===== config.mk =====
export PLATFORM = sky130hd
export DESIGN_NAME = dmem_uart_tx
export DESIGN_NICKNAME = d
export VERILOG_FILES = /design/src/rtl/dmem_uart_tx.sv
export SDC_FILE = /design/constraint.sdc
export NUM_CORES = 1
export LEC_CHECK = 0
export BUFFER_PORTS_ARGS = -buffer_cell sky130_fd_sc_hd__buf_2
export CORE_ASPECT_RATIO = 0.5
export CORE_UTILIZATION = 54
export DETAILED_ROUTE_END_ITERATION = 8
export GPL_TIMING_DRIVEN = 0
export PLACE_DENSITY = 0.79
export SYNTH_ARGS = -nofsm -noshare
export SYNTH_HDL_FRONTEND = slang
export SYNTH_SLANG_ARGS = --single-unit

===== constraint.sdc =====
create_clock -name clk -period 3.9 [get_ports clk]
set_input_delay 0.78 -clock clk [delete_from_list [all_inputs] [get_ports clk]]
set_output_delay 0.78 -clock clk [all_outputs]
set_load 0.1 [all_outputs]

===== src/rtl/dmem_uart_tx.sv =====
// dmem_uart_tx: memory-mapped 8N1 UART transmitter on the dmem request/response bus.
// DATA register (BASE+0) stores push a byte into a transmit FIFO; STATUS (BASE+4)
// loads report full/empty/active/overflow and clear the sticky overflow flag.
// Optional macro DMEM_UART_TX_SIM_PRINT_EN echoes each accepted byte with $write.
module dmem_uart_tx #(
  parameter logic [31:0] BASE_ADDR  = 32'h1000_0000,
  parameter int unsigned CLK_DIV    = 868,
  parameter int unsigned FIFO_DEPTH = 8
) (
  input  logic        clk,
  input  logic        reset,
  input  logic        req_valid,
  input  logic [31:0] req_addr,
  input  logic [31:0] req_data,
  input  logic        req_fcn,
  input  logic [2:0]  req_typ,
  output logic        resp_valid,
  output logic [31:0] resp_data,
  output logic        txd,
  output logic        busy
);

  localparam int unsigned AW          = $clog2(FIFO_DEPTH);
  localparam int unsigned PW          = AW + 1;
  localparam logic [15:0] BAUD_RELOAD = 16'(CLK_DIV - 1);

  typedef enum logic [1:0] {
    S_IDLE  = 2'd0,
    S_START = 2'd1,
    S_DATA  = 2'd2,
    S_STOP  = 2'd3
  } state_t;

  state_t          state;
  logic [15:0]     baud_cnt;
  logic [2:0]      bit_idx;
  logic [7:0]      shreg;
  logic [PW-1:0]   wr_ptr;
  logic [PW-1:0]   rd_ptr;
  logic [7:0]      mem [FIFO_DEPTH];
  logic            overflow;

  logic            hit;
  logic            sel_status;
  logic            fifo_empty;
  logic            fifo_full;
  logic            tx_active;
  logic            baud_done;
  logic            pop;
  logic            data_store;
  logic            push;
  logic            drop;
  logic            status_load;
  logic [31:0]     status_word;
  logic [7:0]      head_byte;
  logic            unused_bits;

  // Request decode and FIFO/serialiser handshakes
  assign hit         = req_valid && (req_addr[31:3] == BASE_ADDR[31:3]);
  assign sel_status  = req_addr[2];
  assign fifo_empty  = (wr_ptr == rd_ptr);
  assign fifo_full   = (wr_ptr[AW] != rd_ptr[AW]) && (wr_ptr[AW-1:0] == rd_ptr[AW-1:0]);
  assign tx_active   = (state != S_IDLE);
  assign baud_done   = (baud_cnt == 16'd0);
  assign pop         = !fifo_empty && ((state == S_IDLE) || ((state == S_STOP) && baud_done));
  assign data_store  = hit && req_fcn && !sel_status;
  assign push        = data_store && (!fifo_full || pop);
  assign drop        = data_store && fifo_full && !pop;
  assign status_load = hit && !req_fcn && sel_status;
  assign status_word = {28'd0, overflow, tx_active, fifo_empty, fifo_full};
  assign head_byte   = mem[rd_ptr[AW-1:0]];
  assign busy        = tx_active | ~fifo_empty;

  // Access size, upper store data and byte offset carry no meaning here
  assign unused_bits = ^{req_typ, req_data[31:8], req_addr[1:0]};

  // FIFO storage; contents are don't-care while the pointers say empty
  always_ff @(posedge clk) begin
    if (push) begin
      mem[wr_ptr[AW-1:0]] <= req_data[7:0];
    end
  end

  // FIFO pointers, wrapping naturally with one extra lap bit
  always_ff @(posedge clk) begin
    if (!reset) begin
      wr_ptr <= '0;
      rd_ptr <= '0;
    end else begin
      if (push) wr_ptr <= wr_ptr + PW'(1);
      if (pop)  rd_ptr <= rd_ptr + PW'(1);
    end
  end

  // Sticky overflow: a drop wins over a same-cycle STATUS read clear
  always_ff @(posedge clk) begin
    if (!reset) begin
      overflow <= 1'b0;
    end else if (drop) begin
      overflow <= 1'b1;
    end else if (status_load) begin
      overflow <= 1'b0;
    end
  end

  // Single-cycle bus response; load data held between responses
  always_ff @(posedge clk) begin
    if (!reset) begin
      resp_valid <= 1'b0;
      resp_data  <= 32'd0;
    end else begin
      resp_valid <= hit;
      if (hit) begin
        resp_data <= status_load ? status_word : 32'd0;
      end
    end
  end

  // Serialiser: start bit, 8 data bits LSB first, stop bit; back-to-back from STOP
  always_ff @(posedge clk) begin
    if (!reset) begin
      state    <= S_IDLE;
      baud_cnt <= 16'd0;
      bit_idx  <= 3'd0;
      shreg    <= 8'd0;
      txd      <= 1'b1;
    end else begin
      case (state)
        S_IDLE: begin
          txd <= 1'b1;
          if (!fifo_empty) begin
            state    <= S_START;
            shreg    <= head_byte;
            txd      <= 1'b0;
            baud_cnt <= BAUD_RELOAD;
          end
        end
        S_START: begin
          if (baud_done) begin
            state    <= S_DATA;
            txd      <= shreg[0];
            shreg    <= {1'b0, shreg[7:1]};
            bit_idx  <= 3'd0;
            baud_cnt <= BAUD_RELOAD;
          end else begin
            baud_cnt <= baud_cnt - 16'd1;
          end
        end
        S_DATA: begin
          if (baud_done) begin
            baud_cnt <= BAUD_RELOAD;
            if (bit_idx == 3'd7) begin
              state <= S_STOP;
              txd   <= 1'b1;
            end else begin
              txd     <= shreg[0];
              shreg   <= {1'b0, shreg[7:1]};
              bit_idx <= bit_idx + 3'd1;
            end
          end else begin
            baud_cnt <= baud_cnt - 16'd1;
          end
        end
        S_STOP: begin
          if (baud_done) begin
            if (!fifo_empty) begin
              state    <= S_START;
              shreg    <= head_byte;
              txd      <= 1'b0;
              baud_cnt <= BAUD_RELOAD;
            end else begin
              state <= S_IDLE;
              txd   <= 1'b1;
            end
          end else begin
            baud_cnt <= baud_cnt - 16'd1;
          end
        end
        default: begin
          state <= S_IDLE;
          txd   <= 1'b1;
        end
      endcase
    end
  end

`ifdef DMEM_UART_TX_SIM_PRINT_EN
  // Console echo of every accepted byte in simulation
  always_ff @(posedge clk) begin
    if (reset && push) begin
      $write("%c", req_data[7:0]);
    end
  end
`else
  // Synthesizable build: no console echo
`endif

endmodule


==> run metrics <==
status complete, no violations; clock root cell clkbuf_16; final WL roughly 11000 microns; Mapped Area roughly 0.0052 sq mm; worst-path maximum fanout 10; ys flop type edfxtp_1; Final Non-Filler Cells 654; Post-synth EDFFs 64; share of the yosys chip area belonging to registers 54.8%; DIE AREA 0.0101 sq mm; slew at the pin closest to its max-slew limit 748 ps; num ports 106; critical path class flip-flop to primary output; H-tree depth 3; drt wl/cell 16.4 microns; CP startpoint kind flip-flop; CTS max path bufs 2; largest net degree at the start of global routing 19; share of the synthesized area in the top cell type 36.8%; Placed Instances 638; Num CTS Buffers 9; Resize count post-CTS 0; DR vias 3614; PwrDens between 500 and 600 mW/mm^2; core area 0.00904 sq mm; # hold bufs at CTS 0; Final Hold Fails 0; cell taking the most area after synthesis edfxtp_1; Leak ~2.3 nW; cell count after synthesis 434; die height 71.6 microns; fill cell count 687; Reg clk slew, reported paths roughly 70 ps; ranking of synthesized cells by area edfxtp_1 37%, dfxtp_1 18%, mux4_2 6.5%; worst hold path class flip-flop to flip-flop; R2R cell count 5; via/cell ratio about 5.5; Port Buffers 47; DR DRC count 0; Arr. time, crit path 2750 ps; routability cong. 0.790; post-synthesis area per instance 12.0 sq um; VDD IR max 0.000308 V; Sink Count 111; final slew viol count 0; final core occ 66.4%; Fin Setup TNS 0 ps; # rows 24; leading cell types in the layout, fill and taps excluded 64 x edfxtp_1, 50 x buf_2, 47 x dfxtp_1, 29 x nor2_1; NumNets Final 601; via count of the first global-routing pass 3368; width of the die approximately 140 microns; grt total ovfl 0; GRT Resource Usage Total around 22%; CP Capture Type primary output; Skew-Pair Late Insertion Delay 350 ps; drt pass-1 iters 4; worst reg-to-reg setup slack between 900 and 1000 ps; Max-Cap Viols 0; First DRT Iteration DRCs 201; ys async rst share 0%; commonest non-fill, non-tap cell in the layout edfxtp_1; Yosys reg bits 111; first-pass GRT wire length around 17000 microns; DP Wirelength roughly 7200 microns; CTS tree built; ANT nets after route 0; post-layout min period 3530 ps; Setup Viol. Count Final 0; postcts setup bufs 0; fmax 283 MHz; RSZ-0062 raised after global routing no; Worst slew margin 50.2%; share of cells above drive strength 1 25.2%; hold path depth 2; worst hold slack 459 ps; starting density of the core 57.8%; Synth cell types 66; area delta synth->final 14.9%; Worst EP required around 3100 ps; initial antenna violation count 0; period utilisation layout 90.6%; diode count 0; Synth Warn # 0; Setup Skew roughly 8.0 ps
state kept, by name, indices dropped and copies added (netlist names), named ones only:
register,flops
state,2
resp_data,4
rd_ptr,4
wr_ptr,4
baud_cnt,16
overflow,1
resp_valid,1
mem,64
bit_idx,3
txd,1
shreg,8
cells in the mapped netlist (2+ instances only):
| cell type | n |
|---|---|
| a211o_1 | 2 |
| a21o_1 | 2 |
| a21oi_1 | 25 |
| a221oi_1 | 2 |
| a22o_1 | 3 |
| a31o_2 | 2 |
| a31oi_1 | 3 |
| and3_1 | 4 |
| and3_2 | 3 |
| and4_2 | 2 |
| and4b_2 | 2 |
| and4bb_2 | 2 |
| buf_1 | 2 |
| buf_2 | 3 |
| buf_4 | 28 |
| clkbuf_1 | 14 |
| dfxtp_1 | 47 |
| edfxtp_1 | 64 |
| ha_1 | 11 |
| inv_1 | 12 |
| mux2i_1 | 15 |
| mux4_2 | 15 |
| nand2_1 | 19 |
| nand2b_1 | 3 |
| nand3_1 | 14 |
| nand4_1 | 5 |
| nor2_1 | 29 |
| nor2b_1 | 2 |
| nor3_1 | 9 |
| nor4_1 | 9 |
| nor4b_1 | 6 |
| o211a_1 | 2 |
| o21a_1 | 2 |
| o21ai_0 | 16 |
| o21ai_1 | 8 |
| o21ba_2 | 2 |
| o22a_1 | 2 |
| o311a_1 | 2 |
| o31ai_1 | 5 |
| or2_2 | 2 |
| or3_1 | 2 |
| or4_1 | 5 |
| xnor2_1 | 2 |
| xor2_1 | 3 |
cells by family after synthesis:
| family | after synthesis | synth area share (%) |
|---|---|---|
| buf+inv | 60 | 6.54 |
| flops | 111 | 54.8 |
| other cells | 1 | 0.0718 |
| compound gates | 89 | 11.4 |
| fa+ha+maj | 11 | 2.63 |
| simple gates | 127 | 14.4 |
| mux | 30 | 9.34 |
| xor+xnor | 5 | 0.838 |
power by group:
part / total [mW] / internal (mW) / leakage, nW / switching, mW
Combinational: 1.19 / 0.404 / 1.22 / 0.788
Sequential: 1.38 / 1.31 / 0.954 / 0.0736
Clock: 0.857 / 0.440 / 0.134 / 0.417
per-stage QoR:
step                      setup slack, ps  instance area (sq um)  power [mW]
after floorplan                       982                   5330        2.35
after global placement                412                   5720        2.56
after detailed placement              430                   5720        2.59
after CTS                             170                   6000        3.44
after global routing                  194                   6000        3.62
final                                 366                   6000        3.43
worst max-delay path, stage by stage, from the launching register on:
cell	delay, ps
dfxtp_1	330
clkbuf_1	330
xor2_1	160
nor4b_2	420
clkbuf_1	440
buf_2	320
nand2_1	90
buf_2	300
final timing paths:
kind / start / endpoint
setup / recovery: wr_ptr[1] / busy
hold / removal: shreg[3] / shreg[3]
setup reg to reg: baud_cnt[9] / mem[6][2]
hold reg to reg: shreg[3] / shreg[3]
layout make-up:
| class | count | area, sq um | share of cell area [%] |
|---|---|---|---|
| Multi-Input combinational cell | 290 | 2130 | 35.5 |
| Sequential cell | 111 | 2860 | 47.7 |
| Clock inverter | 5 | 40.0 | 0.667 |
| Clock buffer | 11 | 233 | 3.88 |
| Buffer | 48 | 297 | 4.94 |
| Tap cell | 130 | 163 | 2.71 |
| Inverter | 12 | 45.0 | 0.750 |
| Timing Repair Buffer | 47 | 235 | 3.92 |
metal layers:
layer | up-vias | GRT usage [%] | share of wire, %
met3 | 10 | 4.88 | 5.7
met4 | 0 | 9.06 | 1.1
met2 | 107 | 36.6 | 49
met1 | 1728 | 29.0 | 45
li1 | 1769 | - | -
met5 | - | 0 | 0
(Power assumes the default switching activity.)
